### config.mk
export PLATFORM = sky130hd
export DESIGN_NAME = writeback_stage
export DESIGN_NICKNAME = d
export VERILOG_FILES = /design/src/rtl/pipeline_pkg.sv /design/src/rtl/reg_file.sv /design/src/rtl/writeback_stage.sv
export SDC_FILE = /design/constraint.sdc
export NUM_CORES = 2
export LEC_CHECK = 0
export CAP_MARGIN = 10
export CORE_MARGIN = 8
export CORE_UTILIZATION = 60
export DETAILED_ROUTE_END_ITERATION = 8
export HOLD_SLACK_MARGIN = 0.15
export PLACE_DENSITY = 0.8
export SYNTH_ARGS = -nofsm -noshare
export SYNTH_HDL_FRONTEND = slang
export SYNTH_SLANG_ARGS = --single-unit
### constraint.sdc
create_clock -name clk -period 47.5 [get_ports clk]
set_input_delay 7.125 -clock clk [delete_from_list [all_inputs] [get_ports clk]]
set_output_delay 7.125 -clock clk [all_outputs]
set_load 0.005 [all_outputs]
### src/rtl/pipeline_pkg.sv
// Shared pipeline definitions: result-select encoding, register-file geometry
// and the commit rule used by the writeback stage.
package pipeline_pkg;

  localparam int NUM_REGS   = 32;
  localparam int REG_ADDR_W = 5;

  localparam logic [REG_ADDR_W-1:0] REG_A0 = 5'd10;

  typedef enum logic [1:0] {
    RESULT_ALU = 2'b00,
    RESULT_MEM = 2'b01,
    RESULT_PC4 = 2'b10
  } result_src_t;

  // A write to x0 is architecturally a no-op, so it never counts as a commit.
  function automatic logic is_commit(input logic                  reg_write,
                                     input logic [REG_ADDR_W-1:0] rd);
    return reg_write && (rd != '0);
  endfunction

endpackage

### src/rtl/reg_file.sv
// Architectural register file: 32 x WIDTH, x0 reads as zero, two combinational
// read ports, one write port, asynchronous active-high reset.
module reg_file
  import pipeline_pkg::*;
#(
  parameter int WIDTH = 32
) (
  input  logic                  clk,
  input  logic                  rst,
  input  logic                  we,
  input  logic [REG_ADDR_W-1:0] waddr,
  input  logic [WIDTH-1:0]      wdata,
  input  logic [REG_ADDR_W-1:0] raddr1,
  input  logic [REG_ADDR_W-1:0] raddr2,
  output logic [WIDTH-1:0]      rdata1,
  output logic [WIDTH-1:0]      rdata2,
  output logic [WIDTH-1:0]      a0
);

  logic [WIDTH-1:0] regs [NUM_REGS];

  // NOTE: this storage is reset on purpose -- the whole file must read zero
  // immediately on reset, so it maps to flops rather than a RAM macro.
  // NOTE: state is updated with non-blocking assignments so every flop samples
  // pre-edge values regardless of process ordering.
  always_ff @(posedge clk or posedge rst) begin
    if (rst) begin
      for (int i = 0; i < NUM_REGS; i++) begin
        regs[i] <= '0;
      end
    end else if (we && (waddr != '0)) begin
      regs[waddr] <= wdata;
    end
  end

  assign rdata1 = (raddr1 == '0) ? '0 : regs[raddr1];
  assign rdata2 = (raddr2 == '0) ? '0 : regs[raddr2];
  assign a0     = regs[REG_A0];

endmodule

### src/rtl/writeback_stage.sv
// Writeback stage: result select, register-file commit with same-cycle read
// bypass for decode, a0 observation port and committed-write counter.
module writeback_stage
  import pipeline_pkg::*;
#(
  parameter int WIDTH = 32
) (
  input  logic                  clk,
  input  logic                  rst,
  input  logic                  RegWriteW,
  input  logic [1:0]            ResultSrcW,
  input  logic [WIDTH-1:0]      ALUResultW,
  input  logic [WIDTH-1:0]      ReadDataW,
  input  logic [WIDTH-1:0]      PCPlus4W,
  input  logic [REG_ADDR_W-1:0] RdW,
  input  logic [REG_ADDR_W-1:0] A1D,
  input  logic [REG_ADDR_W-1:0] A2D,
  output logic [WIDTH-1:0]      RD1D,
  output logic [WIDTH-1:0]      RD2D,
  output logic [WIDTH-1:0]      ResultW,
  output logic [WIDTH-1:0]      a0,
  output logic [WIDTH-1:0]      WriteCount
);

  logic             commit;
  logic [WIDTH-1:0] rf_rd1;
  logic [WIDTH-1:0] rf_rd2;

  // NOTE: the default is assigned before the case so no path leaves result
  // unassigned, which would otherwise infer a latch.
  always_comb begin
    ResultW = ALUResultW;
    case (result_src_t'(ResultSrcW))
      RESULT_MEM: ResultW = ReadDataW;
      RESULT_PC4: ResultW = PCPlus4W;
      default:    ResultW = ALUResultW;  // reserved 2'b11 behaves as ALU
    endcase
  end

  assign commit = is_commit(RegWriteW, RdW);

  reg_file #(
    .WIDTH(WIDTH)
  ) u_reg_file (
    .clk   (clk),
    .rst   (rst),
    .we    (commit),
    .waddr (RdW),
    .wdata (ResultW),
    .raddr1(A1D),
    .raddr2(A2D),
    .rdata1(rf_rd1),
    .rdata2(rf_rd2),
    .a0    (a0)
  );

  // Bypass stands in for a falling-edge write: decode sees the WB value now.
  // commit already excludes x0, so a matching address is never zero here.
  assign RD1D = (commit && (A1D == RdW)) ? ResultW : rf_rd1;
  assign RD2D = (commit && (A2D == RdW)) ? ResultW : rf_rd2;

  always_ff @(posedge clk or posedge rst) begin
    if (rst) begin
      WriteCount <= '0;
    end else if (commit) begin
      WriteCount <= WriteCount + WIDTH'(1);
    end
  end

endmodule
==> summary.txt <==
Run status
  – Status: finished, final reports clean

STA
  – Final hold viol count: 0
  – Unrepaired setup endpoints after global routing: false
  – Crit path time final: 19120 ps
  – Pin slew with the least headroom to its limit: 1320 ps
  – Fin crit share: 40.3%
  – Max-slew violations: 0
  – Fmax: 52.3 MHz
  – Final setup viols: 0
  – Max-Slew Margin vs Limit: 12.0%
  – Layout Skew: 6.94 ps
  – Final setup TNS: 0 ps

Layout
  – Post-Layout Cell Count: 6320
  – Seq. cell area: 26400 sq um
  – Fillers: 6462
  – Layout area overhead: 12.4%
  – Final Net Count: 5159
  – Design area: 62100 sq um
  – Most frequent cells in the layout: 1056 x dfrtp_1, 1035 x nand2_1, 1018 x o21ai_0, 419 x mux4_2, 268 x clkdlybuf4s50_1
  – Multi-input logic area: 26400 sq um
  – Layout cells sized above 1: 15.7%
  – Most common cell after layout, fill and taps aside: dfrtp_1

Worst setup path
  – Most frequent CP cell: buf_4
  – CP max-delay cell: buf_4
  – Buf/Inv on CP: 5
  – Setup crit end kind: output pin
  – Worst EP arrival: 12000 ps
  – Crit path required time: 40380 ps
  – Critical path, cell by cell: buf_8 -> buf_12 -> buf_4 -> buf_4 -> mux4_2 -> a22oi_1 -> nor3_1 -> or4b_1 -> clkdlybuf4s50_1
  – CP top delay family: buffers and inverters
  – WS Path Type: input port to output pin
  – Max FO, Critical Path: 117
  – Worst setup SP type: input port
  – Largest stage delay on the critical path: 750 ps

Placed design
  – Placed cell areas: 58100 sq um
  – Cell Count Post-Placement: 6117
  – GPL Wtd Cong: 0.945
  – Final HPWL DP: 105 mm
  – IO buf count: 275

Clock tree
  – CTS Buf Count: 107
  – H-Tree Depth: 3
  – Clock-pin slew on the worst setup and hold paths: 60 ps
  – CTS resizes: 0
  – CTS tree: built
  – Hold buffers post-CTS: 0
  – Clk sinks: 1056
  – CTS root buffer: clkbuf_16
  – Worst skew pair latency: 710 ps
  – CTS Buffer Depth: 3
  – Post-CTS Setup Bufs: 0

Global route
  – GRT Util Overall: 35.2%
  – Initial antenna violation count: 13
  – First-pass GRT wire length: 275 mm
  – Grt ovf: 0
  – Number of global-route vias before repair: 45300
  – Largest net degree at the start of global routing: 192

Drt
  – DRC violation count after routing: 0
  – Via/cell ratio: 7.10
  – Detailed Route Iter0 Violations: 5804
  – Total number of vias: 44800
  – WL per Instance: 28.8 microns
  – ANT nets after route: 0
  – Drt pass-1 iters: 6
  – Final WL: 182 mm

Job
  – MaxCap Viol Count: 0

Power
  – Leak: 26.8 nW
  – PwrDens: 42.8 nW/um^2
  – VDD IR max: 0.0000327 V
  – Final Power: 2.65 mW

Synthesis
  – Syn avg cell area: 10.8 sq um
  – Mapped Cells: 5131
  – Netlist Area Pre-Place: 55200 sq um
  – Seq/Total Area, Yosys: 47.9%
  – Top post-synthesis cells by area: dfrtp_1 48%, mux4_2 17%, o21ai_0 9.2%
  – Synth top area share: 47.9%
  – Yosys warns: 0
  – Yosys top cell by area: dfrtp_1
  – Yosys reg bits: 1056
  – Synth Net Count: 5250
  – Synth unique cells: 54

Floorplan
  – I/O pin cnt: 276
  – Die Ht: 319 microns
  – Core Region: 91400 sq um
  – Die width: 319 microns
  – Die area: 102000 sq um
  – Site row count: 111
  – Initial core utilization: 60.4%

Hold path
  – Hold WC Path Type: register to register
[stage by stage]
stage | hold WS, ps | worst slack (ps) | utilization [%]
final | 400 | 28380 | 67.9
after global routing | 412 | 28190 | 67.9
after CTS | 400 | 28420 | 67.9
after detailed placement | 387 | 28420 | 63.6
after global placement | 381 | 28430 | 63.6
after floorplan | 441 | 10650 | -
[worst paths after layout]
check,startpoint,to,slack [ps],depth (start not counted)
worst max-delay path,A1D[0],RD1D[11],28380,9
worst min-delay path,u_reg_file.regs[995]$_DFFE_PP0P_,u_reg_file.regs[995]$_DFFE_PP0P_,400,0
worst max register to register,WriteCount[2]$_DFFE_PP0P_,WriteCount[28]$_DFFE_PP0P_,44830,5
worst min register to register,u_reg_file.regs[995]$_DFFE_PP0P_,u_reg_file.regs[995]$_DFFE_PP0P_,400,0
max in group asynchronous,rst,u_reg_file.regs[897]$_DFFE_PP0P_,37940,4
min in group asynchronous,rst,u_reg_file.regs[278]$_DFFE_PP0P_,7060,2
[synth_stat cells, drive strengths merged]
| cell | instances |
|---|---|
| a2111o | 2 |
| a211o | 2 |
| a211oi | 32 |
| a21boi | 1 |
| a21o | 1 |
| a21oi | 37 |
| a221o | 3 |
| a221oi | 129 |
| a22o | 5 |
| a22oi | 172 |
| a311oi | 1 |
| and2 | 1 |
| and3 | 4 |
| and3b | 1 |
| and4 | 2 |
| buf | 161 |
| clkbuf | 419 |
| clkinv | 1 |
| dfrtp | 1056 |
| ha | 3 |
| inv | 45 |
| mux2 | 1 |
| mux2i | 253 |
| mux4 | 419 |
| nand2 | 1057 |
| nand3 | 20 |
| nand4 | 14 |
| nor2 | 78 |
| nor2b | 6 |
| nor3 | 37 |
| nor3b | 2 |
| nor4 | 3 |
| o211ai | 2 |
| o21a | 5 |
| o21ai | 1044 |
| o21bai | 31 |
| o221ai | 5 |
| o22ai | 1 |
| o41ai | 1 |
| or2 | 1 |
| or4 | 6 |
| or4b | 26 |
| xnor2 | 25 |
| xor2 | 16 |
[state kept, by name, summed over array words and instances (netlist names)]
signal           flops
u_reg_file.a0       32
WriteCount          32
u_reg_file.regs    992
[cell families (layout without fill, tap and decap cells)]
| family | Yosys count | count (layout) | synth area share [%] |
|---|---|---|---|
| other cells | 0 | 6 | 0 |
| buf+inv | 626 | 623 | 4.93 |
| compound gates | 1474 | 1474 | 15.5 |
| flops | 1056 | 1056 | 47.9 |
| simple gates | 1258 | 1258 | 9.25 |
| fa+ha+maj | 3 | 3 | 0.0680 |
| mux | 673 | 673 | 21.7 |
| xor+xnor | 41 | 41 | 0.651 |
[worst register-to-register path, cell delays in order (launching register included)]
cell      delay (ps)
dfrtp_1          450
nand4_1          430
a2111o_1         740
nor2_1           580
nand4_1          200
xnor2_1          160
[power breakdown]
part | internal [mW] | total, mW | switching [mW]
Clock | 0.566 | 0.944 | 0.377
Combinational | 0.254 | 0.537 | 0.283
Sequential | 1.05 | 1.17 | 0.125
Total | 1.87 | 2.65 | 0.785
[metal layers]
metal	vias up	wire length (microns)	GRT usage, %
met1	22200	62200	43.3
met3	795	24100	11.9
met5	-	87	0
li1	18500	-	-
met2	3357	80500	52.5
met4	14	15000	24.6
[layout make-up]
cell class	instances	share of cell area, %
repair buffers	380	5.81
flip-flops and latches	1056	42.6
well taps	1186	2.39
clock buffers	139	4.96
clock inverters	58	1.40
multi-input cells	3449	42.5
inverters	46	0.292
diodes	6	0.0242
(Power assumes the default switching activity.)
